$ cat src/rtl/psram_pkg.sv
// Shared types and constants for the quad-SPI PSRAM host controller.
package psram_pkg;

  typedef enum logic [2:0] {
    ST_IDLE,
    ST_CMD,
    ST_ADDR,
    ST_WAIT,
    ST_RDATA,
    ST_WDATA,
    ST_GAP
  } psram_st_t;

  localparam logic [7:0] CMD_QREAD  = 8'hEB;
  localparam logic [7:0] CMD_QWRITE = 8'h38;
  localparam int CMD_BITS     = 8;
  localparam int ADDR_NIBBLES = 6;
  localparam int RD_NIBBLES   = 8;

  // Byte 0 travels first on the wire, so the shift register holds words byte-reversed.
  function automatic logic [31:0] byteSwap(input logic [31:0] w);
    return {w[7:0], w[15:8], w[23:16], w[31:24]};
  endfunction

  function automatic logic [7:0] wrNibbles(input logic [1:0] size);
    case (size)
      2'd0:    return 8'd2;
      2'd1:    return 8'd4;
      default: return 8'd8;
    endcase
  endfunction

endpackage

$ cat src/rtl/psram_ctrl_shifter.sv
// Loadable 32-bit shift register: MSB-first 1- or 4-bit shift-out, 4-bit shift-in,
// with a byte-swapped word view so received nibbles come out in host byte order.
module psram_ctrl_shifter
  import psram_pkg::*;
(
  input  logic        clock,
  input  logic        reset,
  input  logic        load_i,
  input  logic [31:0] load_data_i,
  input  logic        shift_i,
  input  logic        nibble_i,
  input  logic [3:0]  shift_in_i,
  output logic [3:0]  top_o,
  output logic [31:0] word_o
);

  logic [31:0] shiftReg_q;
  logic [31:0] shiftReg_d;

  always_comb begin
    shiftReg_d = shiftReg_q;
    if (load_i) begin
      shiftReg_d = load_data_i;
    end else if (shift_i) begin
      shiftReg_d = nibble_i ? {shiftReg_q[27:0], shift_in_i} : {shiftReg_q[30:0], 1'b0};
    end
  end

  always_ff @(posedge clock or posedge reset) begin
    if (reset) begin
      shiftReg_q <= '0;
    end else begin
      shiftReg_q <= shiftReg_d;
    end
  end

  assign top_o  = shiftReg_q[31:28];
  assign word_o = byteSwap(shiftReg_q);

endmodule

$ cat src/rtl/psram_ctrl.sv
// QSPI host controller: single-beat quad read (EBh) / quad write (38h) with sck = clock/2.
module psram_ctrl
  import psram_pkg::*;
#(
  parameter int WAIT_CYCLES = 6,
  parameter int CE_GAP      = 2
) (
  input  logic        clock,
  input  logic        reset,
  input  logic        req_valid,
  output logic        req_ready,
  input  logic        req_we,
  input  logic [23:0] req_addr,
  input  logic [1:0]  req_size,
  input  logic [31:0] req_wdata,
  output logic        resp_valid,
  output logic [31:0] resp_rdata,
  output logic        sck,
  output logic        ce_n,
  output logic [3:0]  dio_o,
  output logic [3:0]  dio_oe,
  input  logic [3:0]  dio_i
);

  psram_st_t   state_q;
  logic        we_q;
  logic [23:0] addr_q;
  logic [1:0]  size_q;
  logic [31:0] wdata_q;
  logic [7:0]  cnt_q;
  logic        sck_q;
  logic        ceN_q;
  logic        respValid_q;
  logic [3:0]  dioO_q;
  logic [3:0]  dioOe_q;
  logic [31:0] rdata_q;

  logic        active;
  logic        riseEdge;
  logic        fallEdge;
  logic        lastRise;
  logic        dataDone;
  logic [7:0]  phaseRises;
  logic        shLoad;
  logic        shShift;
  logic        shNibble;
  logic [31:0] shLoadData;
  logic [31:0] shWord;
  logic [3:0]  shTop;

  // With ce_n still high in CMD the first edge is the fall that presents the first bit.
  always_comb begin
    active   = state_q inside {ST_CMD, ST_ADDR, ST_WAIT, ST_RDATA, ST_WDATA};
    riseEdge = active && !ceN_q && !sck_q;
    fallEdge = active && (sck_q || ceN_q);
    case (state_q)
      ST_CMD:   phaseRises = 8'(CMD_BITS);
      ST_ADDR:  phaseRises = 8'(ADDR_NIBBLES);
      ST_WAIT:  phaseRises = 8'(WAIT_CYCLES + 1);
      ST_RDATA: phaseRises = 8'(RD_NIBBLES);
      ST_WDATA: phaseRises = wrNibbles(size_q);
      default:  phaseRises = 8'd0;
    endcase
    lastRise = riseEdge && (cnt_q == phaseRises - 8'd1);
    dataDone = fallEdge && (state_q inside {ST_RDATA, ST_WDATA}) && (cnt_q == phaseRises);
  end

  // Each phase's shift register contents are loaded on the last rise of the previous phase.
  always_comb begin
    shLoad     = 1'b0;
    shLoadData = '0;
    shShift    = 1'b0;
    shNibble   = 1'b1;
    if (state_q == ST_IDLE && req_valid) begin
      shLoad     = 1'b1;
      shLoadData = {(req_we ? CMD_QWRITE : CMD_QREAD), 24'h0};
    end else if (lastRise && state_q == ST_CMD) begin
      shLoad     = 1'b1;
      shLoadData = {addr_q, 8'h00};
    end else if (lastRise && state_q == ST_ADDR) begin
      shLoad     = 1'b1;
      shLoadData = byteSwap(wdata_q);
    end else if (riseEdge && state_q == ST_RDATA) begin
      shShift = 1'b1;
    end else if (fallEdge && !dataDone && (state_q inside {ST_CMD, ST_ADDR, ST_WDATA})) begin
      shShift  = 1'b1;
      shNibble = (state_q != ST_CMD);
    end
  end

  psram_ctrl_shifter u_shifter (
    .clock       (clock),
    .reset       (reset),
    .load_i      (shLoad),
    .load_data_i (shLoadData),
    .shift_i     (shShift),
    .nibble_i    (shNibble),
    .shift_in_i  (dio_i),
    .top_o       (shTop),
    .word_o      (shWord)
  );

  always_ff @(posedge clock or posedge reset) begin
    if (reset) begin
      state_q     <= ST_IDLE;
      we_q        <= 1'b0;
      addr_q      <= '0;
      size_q      <= '0;
      wdata_q     <= '0;
      cnt_q       <= '0;
      sck_q       <= 1'b0;
      ceN_q       <= 1'b1;
      respValid_q <= 1'b0;
      dioO_q      <= '0;
      dioOe_q     <= '0;
      rdata_q     <= '0;
    end else begin
      respValid_q <= 1'b0;
      case (state_q)
        ST_IDLE: begin
          if (req_valid) begin
            we_q    <= req_we;
            addr_q  <= req_addr;
            size_q  <= req_size;
            wdata_q <= req_wdata;
            cnt_q   <= '0;
            state_q <= ST_CMD;
          end
        end
        ST_GAP: begin
          if (cnt_q == 8'(CE_GAP - 1)) begin
            cnt_q   <= '0;
            state_q <= ST_IDLE;
          end else begin
            cnt_q <= cnt_q + 8'd1;
          end
        end
        default: begin
          if (riseEdge) begin
            sck_q <= 1'b1;
            if (lastRise && state_q == ST_CMD) begin
              cnt_q   <= '0;
              state_q <= ST_ADDR;
            end else if (lastRise && state_q == ST_ADDR) begin
              cnt_q   <= '0;
              state_q <= we_q ? ST_WDATA : ST_WAIT;
            end else if (lastRise && state_q == ST_WAIT) begin
              cnt_q   <= '0;
              state_q <= ST_RDATA;
            end else begin
              cnt_q <= cnt_q + 8'd1;
            end
          end else if (dataDone) begin
            sck_q       <= 1'b0;
            ceN_q       <= 1'b1;
            dioO_q      <= '0;
            dioOe_q     <= '0;
            respValid_q <= 1'b1;
            rdata_q     <= we_q ? 32'h0 : shWord;
            cnt_q       <= '0;
            state_q     <= ST_GAP;
          end else begin
            sck_q <= 1'b0;
            ceN_q <= 1'b0;
            case (state_q)
              ST_CMD: begin
                dioO_q  <= {3'b000, shTop[3]};
                dioOe_q <= 4'b0001;
              end
              ST_ADDR, ST_WDATA: begin
                dioO_q  <= shTop;
                dioOe_q <= 4'b1111;
              end
              default: begin
                dioO_q  <= 4'h0;
                dioOe_q <= 4'b0000;
              end
            endcase
          end
        end
      endcase
    end
  end

  // Size 3 is not a legal write length; it still runs as a 4-byte burst.
  assert property (@(posedge clock) disable iff (reset)
    (req_valid && req_ready && req_we) |-> (req_size != 2'd3));

  assign req_ready  = (state_q == ST_IDLE);
  assign resp_valid = respValid_q;
  assign resp_rdata = rdata_q;
  assign sck        = sck_q;
  assign ce_n       = ceN_q;
  assign dio_o      = dioO_q;
  assign dio_oe     = dioOe_q;

endmodule

$ cat config.mk
export PLATFORM = sky130hd
export DESIGN_NAME = psram_ctrl
export DESIGN_NICKNAME = d
export VERILOG_FILES = /design/src/rtl/psram_pkg.sv /design/src/rtl/psram_ctrl_shifter.sv /design/src/rtl/psram_ctrl.sv
export SDC_FILE = /design/constraint.sdc
export NUM_CORES = 1
export LEC_CHECK = 0
export CAP_MARGIN = 40
export CORE_MARGIN = 4
export CORE_UTILIZATION = 30
export DETAILED_ROUTE_END_ITERATION = 8
export GPL_TIMING_DRIVEN = 0
export PLACE_DENSITY = 0.52
export SLEW_MARGIN = 40
export SYNTH_ARGS = -nofsm -noshare
export SYNTH_HDL_FRONTEND = slang
export SYNTH_SLANG_ARGS = --single-unit
$ cat constraint.sdc
create_clock -name clock -period 4.8 [get_ports clock]
set_clock_uncertainty 0.05 [all_clocks]
set_input_delay 0.72 -clock clock [delete_from_list [all_inputs] [get_ports clock]]
set_output_delay 0.72 -clock clock [all_outputs]
set_load 0.02 [all_outputs]
==> impl_metrics.json, run 1 <==
{
  "synth_enable_flop_cells": 0,
  "min_path_cells": 2,
  "routabilityCongestion": 0.8494,
  "use_met3": 0.03189,
  "crit_chain": "nor2b_1 -> a21oi_2 -> ha_1 -> clkbuf_1 -> xnor2_1 -> o21ai_0 -> a211o_1 -> a2111oi_2 -> or2_1 -> clkbuf_1 -> clkbuf_1 -> a31oi_1 -> o22a_1",
  "area_growth_pct": 29.47,
  "post-place-ws_ps": 942.7,
  "status": "finished clean",
  "slew_viol_final": 0,
  "synth_top_area_share": 0.4941,
  "drc": 0,
  "die_w_um": 162.8,
  "end_kind": "flip-flop",
  "avgSynthCellArea_um2": 8.835,
  "fin_crit_sh": 0.8257,
  "drv_cap": 0,
  "overflow": 0,
  "worstPathMaxFanout": 10,
  "timing.rr.end": "u_shifter.shiftReg_q[8]",
  "drt-pass1-iter-count": 5,
  "synth_nets": 884,
  "yosysUniqueCellTypes": 71,
  "yosys_warnings": 0,
  "placed_cells": 1243,
  "synth_largest_area_cell": "dfrtp_1",
  "fin_ws_ps": 836.5,
  "antenna_left": 0,
  "ys_async_sr_fraction": 1.000,
  "setup_viol_count_final": 0,
  "antenna_cells": 0,
  "tightestPinTransition_ps": 721.4,
  "p_leak_nw": 4.200,
  "yosys-top-cells-count": "nand2_1, dfrtp_1, clkbuf_1",
  "cp_common_cell": "clkbuf_1",
  "cts_resized": 0,
  "cp.required_ps": 5070,
  "cts.htree.levels": 4,
  "clock_sinks": 143,
  "busiest_layer": "met1",
  "hold_class": "flip-flop to flip-flop",
  "start_util": 0.3055,
  "p_per_area_nw_per_um2": 291.8,
  "syn-cell-area_um2": 7192,
  "synthCells": 814,
  "rsz0062_at_grt": "false",
  "drt-initial-drc-count": 386,
  "cts_setup_buffers": 0,
  "grt_util_met2": 0.2408,
  "dp_hpwl_um": 16130,
  "path_delay_family": "compound AO/OA/AOI/OAI gates",
  "maxSlewHeadroom": 0.5149,
  "critPathSlowestCell": "nor2b_1",
  "crit_start": "state_q[1]",
  "crit_end": "u_shifter.shiftReg_q[8]",
  "met1_usage": 0.2460,
  "r2r_cells": 13,
  "ys.flop_type": "dfrtp_1",
  "fin_nets": 1013,
  "clkSlewWorstSetupHoldPaths_ps": 60,
  "num-fill-cells": 2430,
  "wl_per_cell_um": 16.90,
  "grt_util_all_layers": 0.1645,
  "worstSkewPairLatency_ps": 430,
  "vias": 6174,
  "cp_num_buf_inv": 3,
  "viasPerCell": 4.846,
  "cts_root_buf": "clkbuf_16",
  "antenna_found_initial": 0,
  "wl_um": 21530,
  "peakVddDrop_uv": 212.3,
  "critPathLaunchType": "flip-flop",
  "ioPinCount": 110,
  "holdBufCountCts": 0,
  "port-buffer-count": 109,
  "cts_tree": "built",
  "slowest_delay_ps": 550,
  "yosysMostFrequentCell": "nand2_1",
  "grt_pass1_vias": 6141,
  "period_needed_ps": 3964,
  "crit_arrival_ps": 4230,
  "rr_startpoint": "state_q[1]",
  "cts_max_path_buffers": 2,
  "fp-row-count": 56,
  "grt_max_degree": 75,
  "cts_inserted_buffers": 17,
  "finalNonFillerCells": 1274,
  "drive_above_1_share": 0.07435,
  "worstSetupPathType": "flip-flop to flip-flop",
  "core_area_um2": 23540,
  "synth-seq-area-share": 0.4977,
  "grt_pass1_wl_um": 34110,
  "fmax_mhz": 252.3,
  "ys_ff_latch": 143,
  "rrSetupSlack_ps": 840,
  "dieArea_um2": 26510,
  "crit_cells": 13,
  "synth_area_leaders": "dfrtp_1, nand2_1, nand3b_1, o22a_1, a22o_1",
  "die_y_um": 162.8,
  "hold_viol_final": 0
}
## how the worst min path moves through the flow
stage	startpoint	to	slack, ps
after floorplan	wdata_q[24]	wdata_q[24]	380
after detailed placement	wdata_q[29]	wdata_q[29]	400
after global routing	resp_rdata[19]	resp_rdata[19]	430
after CTS	wdata_q[27]	wdata_q[27]	420
after global placement	wdata_q[30]	wdata_q[30]	400
final	wdata_q[24]	wdata_q[24]	410
## where the power goes
part | switching, mW | internal, mW | leakage, nW
clock network | 0.565 | 0.788 | 0.282
registers | 0.0215 | 1.22 | 1.87
logic | 0.0513 | 0.0704 | 2.05
total | 0.638 | 2.08 | 4.20
## metrics by stage
step | hold WS [ps] | TNS (ps) | power, mW | instance area [um^2] | util
finish | 411.7 | 0 | 2.717 | 9311 | 0.3955
global placement | 397.4 | -290900 | 1.384 | 8682 | 0.3688
floorplan | 381.7 | 0 | 1.301 | 7192 | -
CTS | 417.8 | 0 | 2.744 | 9311 | 0.3955
global route | 433.9 | 0 | 2.809 | 9311 | 0.3955
detailed placement | 403.1 | 0 | 1.388 | 8717 | 0.3703
## layout make-up
class / count / area (um^2) / share of cell area
Buffer: 61 / 274.0 / 0.02943
Clock buffer: 18 / 439.2 / 0.04716
Clock inverter: 13 / 155.1 / 0.01666
Inverter: 10 / 45.04 / 0.004837
Multi-Input combinational cell: 600 / 3301 / 0.3545
Sequential cell: 143 / 3580 / 0.3844
Tap cell: 319 / 399.1 / 0.04286
Timing Repair Buffer: 110 / 1119 / 0.1201
## tightest hold or removal path, cell delays in order (launching register included)
cell     delay [ps]
dfrtp_1         320
nand2_1          60
nand2_1          50
## state kept, by name (all words and copies together) (netlist names), 2 cells and up
register              flops
size_q                    2
cnt_q                     8
state_q                   3
u_shifter.shiftReg_q     32
wdata_q                  32
addr_q                   24
resp_rdata               32
dio_o                     4
dio_oe                    2
## cell families after synthesis
group	share of synthesized area
buffers and inverters	0.04332
multiplexers	0.007481
adder cells (fa/ha/maj)	0.006959
AND/OR/NAND/NOR	0.2756
flip-flops	0.4977
XOR/XNOR	0.009743
AO/OA/AOI/OAI	0.1592
## layout by cell type (no fill, tap or decap), types with 3 or more instances in the layout
cell type	instances
inv_6	4
nor3b_1	4
clkdlybuf4s50_1	109
a21oi_1	11
clkbuf_1	37
buf_2	11
a22o_1	24
o21ai_0	19
buf_1	7
inv_1	9
ha_1	4
or2_2	3
nor2b_1	5
nand3_1	5
nor2_1	21
nand3b_1	34
clkbuf_16	17
o22a_1	27
a31oi_1	30
nor4_1	12
clkinvlp_4	3
o22ai_1	3
o32a_1	3
nand2_1	317
xnor2_1	6
nand2b_1	3
clkinv_4	3
a22oi_1	4
o211ai_1	3
buf_6	3
nor3_1	7
dfrtp_1	142
and3_1	4
## per-layer routing
layer,share of wire,up-vias
met5,0,-
li1,-,3058
met2,0.43,149
met4,0.014,0
met1,0.51,2943
met3,0.048,24
(Power assumes the default switching activity.)
==> inputs of run 2 (changes only) <==
PLACE_DENSITY = 0.5   (was 0.52)
clock period = 4.1 ns   (was 4.8 ns; I/O delays follow)
==> run 2 against run 1 <==
Effect of this change:
- first-iteration DRC count rose by 6.0%
- hold slack improved by 0.92 ps
- non-clock buffer count rose by 6
- clock power rose by 19%
- cell area rose by 1.8%
- critical path depth did not move
- maximum frequency rose by 2.6%
- wire length rose by 1.8%
- core utilization rose by 0.72 points
- combinational power rose by 32%
- sequential power rose by 17%
- largest cell class unchanged
==> impl_metrics.json, run 2 (synthesis gave the netlist of run 1 again) <==
{
  "drive_above_1_share": 0.08108,
  "utilization": 0.4027,
  "critPathLaunchType": "flip-flop",
  "wl_per_cell_um": 17.10,
  "grt_util_met2": 0.2342,
  "placed_cells": 1249,
  "period_needed_ps": 3863,
  "port-buffer-count": 109,
  "rsz0062_at_grt": "false",
  "worstPathMaxFanout": 10,
  "drc": 0,
  "seqPwrFrac": 0.452,
  "viasPerCell": 4.878,
  "die_y_um": 162.8,
  "antenna_left": 0,
  "die_w_um": 162.8,
  "hold_class": "flip-flop to flip-flop",
  "ioPinCount": 110,
  "postPlaceCellArea_um2": 8871,
  "setup-tns-final_ps": 0,
  "vias": 6249,
  "met1_usage": 0.2612,
  "cts_tree": "built",
  "power_switching_mw": 0.7453,
  "cts_inserted_buffers": 17,
  "cts_root_buf": "clkbuf_16",
  "clkPwrFrac": 0.498,
  "use_met3": 0.03012,
  "worstSkewPairLatency_ps": 430,
  "worstSetupPathType": "flip-flop to flip-flop",
  "fin_nets": 1019,
  "multiInputGateArea_um2": 3303,
  "tightestPinTransition_ps": 748.5,
  "setup_viol_count_final": 0,
  "antenna_cells": 0,
  "num-fill-cells": 2439,
  "p_comb_frac": 0.050,
  "ff_latch_area_um2": 3580,
  "grt_util_all_layers": 0.1675,
  "hold_viol_final": 0,
  "dieArea_um2": 26510,
  "cts.htree.levels": 4,
  "dp_hpwl_um": 16780,
  "clock_sinks": 143,
  "grt_max_degree": 25,
  "clkSlewWorstSetupHoldPaths_ps": 60,
  "maxSlewHeadroom": 0.4967,
  "slew_viol_final": 0,
  "internal_power_mw": 2.473,
  "cp.required_ps": 4420,
  "drt-pass1-iter-count": 5,
  "finalNonFillerCells": 1281,
  "start_util": 0.3055,
  "area_growth_pct": 31.82,
  "wl_um": 21910,
  "status": "finished clean",
  "busiest_layer": "met1",
  "overflow": 0,
  "grt_pass1_vias": 6045,
  "fp-row-count": 56,
  "grt_pass1_wl_um": 34890,
  "final_common_cell": "nand2_1",
  "cts_max_path_buffers": 2,
  "rrSetupSlack_ps": 240,
  "drt-initial-drc-count": 409,
  "layout_common_cells": "nand2_1, dfrtp_1, clkdlybuf4s50_1, clkbuf_1, nand3b_1",
  "fmax_mhz": 258.9,
  "routabilityCongestion": 0.8381,
  "p_per_area_nw_per_um2": 339.5,
  "peakVddDrop_uv": 181.4,
  "finish.instance_area_um2": 9480,
  "swShare": 0.2316,
  "crit_arrival_ps": 4180,
  "p_leak_nw": 4.285,
  "antenna_found_initial": 0,
  "fin_crit_sh": 0.9421,
  "core_area_um2": 23540,
  "end_kind": "flip-flop",
  "drv_cap": 0
}
## run 2: metal layers
| metal | vias to the layer above | share of wire |
|---|---|---|
| li1 | 3091 | - |
| met1 | 2957 | 0.52 |
| met3 | 21 | 0.046 |
| met5 | - | 0 |
| met4 | 0 | 0.017 |
| met2 | 180 | 0.42 |
## run 2: repair_timing
item	in CTS	in global routing
resized for setup	0	1
hold buffers	0	0
buffers inserted	0	0
hold endpoints to repair	0	0
endpoints found under the setup margin	0	21
## run 2: final timing paths
kind | depth (start not counted) | end | startpoint
worst max register to register | 13 | u_shifter.shiftReg_q[11] | state_q[2]
worst max-delay path | 13 | u_shifter.shiftReg_q[11] | state_q[2]
worst min-delay path | 2 | resp_rdata[23] | resp_rdata[23]
worst min register to register | 2 | resp_rdata[23] | resp_rdata[23]
min in group asynchronous | 2 | addr_q[14] | reset
max in group asynchronous | 6 | resp_valid | reset
## run 2: worst max-delay path, stage by stage, from the launching register on
cell	delay, ps
dfrtp_1	450
buf_2	230
and3b_1	180
nor3_1	260
inv_1	80
ha_1	310
xnor2_1	140
nor2_1	290
o2111ai_4	210
buf_2	230
nor3_4	370
clkbuf_1	550
a22o_1	300
o22a_1	140
## run 2: power groups by stage
| stage | Sequential [mW] | Combinational [mW] | Clock (mW) |
|---|---|---|---|
| final | 1.45 | 0.161 | 1.60 |
| after CTS | 1.45 | 0.165 | 1.65 |
| after global routing | 1.46 | 0.176 | 1.71 |
| after floorplan | 1.47 | 0.0523 | 0 |
| after detailed placement | 1.48 | 0.164 | 0 |
| after global placement | 1.48 | 0.142 | 0 |
## run 2: layout make-up
cell class / instances / share of cell area
timing repair buffer: 116 / 0.1346
clock buffer: 20 / 0.04817
sequential: 143 / 0.3776
multi-input combinational: 600 / 0.3484
clock inverter: 12 / 0.01584
buffer: 61 / 0.02890
tap: 319 / 0.04210
inverter: 10 / 0.004355
## run 2: through the flow
step	setup slack (ps)	power (mW)	hold WS, ps
floorplan	920.0	1.524	381.7
global placement	182.9	1.622	395.1
detailed placement	167.4	1.644	404.0
CTS	159.8	3.265	417.4
global route	19.93	3.339	437.5
finish	237.4	3.218	412.6
==> inputs of run 3 (changes only) <==
SYNTH_HIERARCHICAL = 1   (was default)
clock period = 4.95 ns   (was 4.1 ns; I/O delays follow)
==> run 3 against run 2 <==
Effect of this change:
- clock power down 10%
- non-clock buffer count is 1 lower
- critical path type unchanged
- worst setup slack improved by 990 ps
- largest power group unchanged
- area after synthesis rose by 3.1%
- sequential share of layout area fell by 0.51 points
- synthesized cell count down 0.25%
- total power fell by 16%
- wire length decreased by 2.1%
- register-to-register slack better by 990 ps
==> impl_metrics.json, run 3 <==
{
  "status": "finished clean",
  "critPathSlowestCell": "o2111a_1",
  "core_area_um2": 24320,
  "cp_common_cell": "buf_6",
  "final_common_cell": "nand2_1",
  "grt_util_all_layers": 0.1626,
  "crit_cells": 14,
  "grt_pass1_wl_um": 34490,
  "p_per_area_nw_per_um2": 282.1,
  "drt-initial-drc-count": 444,
  "start_util": 0.3048,
  "path_delay_family": "simple AND/OR/NAND/NOR gates",
  "wl_per_cell_um": 16.78,
  "synth_largest_area_cell": "dfrtp_1",
  "dp_hpwl_um": 16090,
  "yosys-top-cells-count": "nand2_1, dfrtp_1, mux2i_1, o211ai_1, nand3b_1",
  "clkSlewWorstSetupHoldPaths_ps": 70,
  "fin_crit_sh": 0.7516,
  "hold_class": "flip-flop to flip-flop",
  "rr_startpoint": "state_q[1]",
  "vias": 6116,
  "yosysUniqueCellTypes": 59,
  "dieArea_um2": 27290,
  "cp.required_ps": 5230,
  "cts_max_path_buffers": 2,
  "crit_arrival_ps": 4000,
  "synth_nets": 882,
  "avgSynthCellArea_um2": 9.130,
  "maxSlewHeadroom": 0.5537,
  "cts.htree.levels": 4,
  "viasPerCell": 4.786,
  "post-place-ws_ps": 1219,
  "antenna_left": 0,
  "synth-seq-area-share": 0.4829,
  "tightestPinTransition_ps": 669.5,
  "fin_ws_ps": 1229,
  "critPathLaunchType": "flip-flop",
  "holdBufCountCts": 0,
  "yosys_warnings": 6,
  "wl_um": 21440,
  "utilization": 0.3951,
  "peakVddDrop_uv": 177.5,
  "cts_root_buf": "clkbuf_16",
  "clock_sinks": 143,
  "synthCells": 812,
  "cp_num_buf_inv": 5,
  "cts_tree": "built",
  "cts_setup_buffers": 0,
  "worstSetupPathType": "flip-flop to flip-flop",
  "fp-row-count": 57,
  "drt-pass1-iter-count": 5,
  "num-fill-cells": 2491,
  "die_y_um": 165.2,
  "crit_start": "state_q[1]",
  "total_power_mw": 2.711,
  "drv_cap": 0,
  "grt_pass1_vias": 6067,
  "yosysMostFrequentCell": "nand2_1",
  "syn-cell-area_um2": 7413,
  "end_kind": "flip-flop",
  "port-buffer-count": 109,
  "setup_viol_count_final": 0,
  "antenna_found_initial": 0,
  "fin_nets": 1011,
  "cts_resized": 0,
  "fmax_mhz": 268.8,
  "drc": 0,
  "hold_viol_final": 0,
  "overflow": 0,
  "crit_end": "u_shifter/shiftReg_q[19]",
  "placed_cells": 1246,
  "ys.flop_type": "dfrtp_1",
  "antenna_cells": 0,
  "ioPinCount": 110,
  "p_leak_nw": 4.655,
  "synth_enable_flop_cells": 0,
  "ys_async_sr_fraction": 1.000,
  "timing.rr.end": "u_shifter/shiftReg_q[19]",
  "finalNonFillerCells": 1278,
  "worstSkewPairLatency_ps": 420,
  "drive_above_1_share": 0.08595,
  "r2r_cells": 14,
  "worstPathMaxFanout": 10,
  "synth_top_area_share": 0.4793,
  "slowest_delay_ps": 440,
  "crit_chain": "buf_6 -> clkbuf_1 -> or3_1 -> ha_1 -> xor2_1 -> nand4_1 -> nor4_2 -> o2111a_1 -> or3_1 -> buf_6 -> buf_6 -> clkbuf_1 -> nand2_1 -> o211ai_1",
  "routabilityCongestion": 0.8772,
  "period_needed_ps": 3721,
  "cts_inserted_buffers": 17,
  "layout_common_cells": "nand2_1, dfrtp_1, clkdlybuf4s50_1, o211ai_1, mux2i_1",
  "slew_viol_final": 0,
  "area_growth_pct": 29.62,
  "rsz0062_at_grt": "false",
  "ys_ff_latch": 143,
  "grt_max_degree": 69,
  "synth_area_leaders": "dfrtp_1, nand2_1, mux2i_1, or3b_1, o211ai_1",
  "die_w_um": 165.2,
  "rrSetupSlack_ps": 1230
}
[run 3: cell count changes after synthesis, moves of 7 or more]
cell / previous run / this run
or3b_1: 1 / 31
mux2i_1: 2 / 34
buf_4: 2 / 10
nor4_1: 12 / 0
o211ai_1: 3 / 34
nor2_1: 21 / 29
nand2_1: 317 / 285
clkbuf_1: 37 / 30
a31oi_1: 30 / 5
o22a_1: 27 / 0
o21ai_0: 19 / 9
[run 3: routing by layer]
layer / wire length [um] / track usage
met5: 0 / 0
met4: 430 / 0.05860
met3: 920 / 0.02631
met2: 8816 / 0.2242
met1: 11270 / 0.2533
[run 3: kinds of logic (layout without fill, tap and decap cells)]
kind of cell / after synthesis / in the layout / synth area share
compound gates: 119 / 119 / 0.1306
xor+xnor: 6 / 6 / 0.007090
fa+ha+maj: 4 / 4 / 0.006751
buf+inv: 74 / 216 / 0.05148
flops: 143 / 143 / 0.4829
mux: 35 / 35 / 0.04743
simple gates: 431 / 431 / 0.2738
[run 3: where the power goes]
group          total (mW)  switching (mW)  internal (mW)
Clock                1.44           0.557          0.879
Combinational      0.0946          0.0391         0.0555
Sequential           1.18         0.00709           1.17
Total                2.71           0.603           2.11
[run 3: tightest hold or removal path: stages, from the launching register on]
cell	delay, ps
dfrtp_1	340
nand2_1	50
nand2_1	40
[run 3: worst min-delay path by stage]
| stage | startpoint | end | slack, ps | cells after the start |
|---|---|---|---|---|
| floorplan | wdata_q[24] | wdata_q[24] | 380 | 2 |
| global placement | wdata_q[24] | wdata_q[24] | 390 | 2 |
| detailed placement | wdata_q[28] | wdata_q[28] | 400 | 2 |
| CTS | wdata_q[28] | wdata_q[28] | 420 | 2 |
| global route | wdata_q[30] | wdata_q[30] | 440 | 2 |
| finish | resp_rdata[13] | resp_rdata[13] | 410 | 2 |
[run 3: cell type report]
cell class              instances  area [um^2]  area share
inverters                       8        38.79    0.004036
plain buffers                  66        351.6     0.03659
clock buffers                  18        439.2     0.04570
flip-flops and latches        143         3580      0.3725
multi-input cells             595         3460      0.3600
repair buffers                110         1119      0.1164
clock inverters                14        216.5     0.02253
well taps                     324        405.4     0.04219
[run 3: through the flow]
| step | setup TNS (ps) | hold slack (ps) | cell area [um^2] |
|---|---|---|---|
| after detailed placement | 0 | 401.2 | 8952 |
| after CTS | 0 | 415.7 | 9608 |
| final | 0 | 413.7 | 9609 |
| after global routing | 0 | 438.6 | 9609 |
| after global placement | -76090 | 394.9 | 8910 |
| after floorplan | 0 | 380.5 | 7413 |
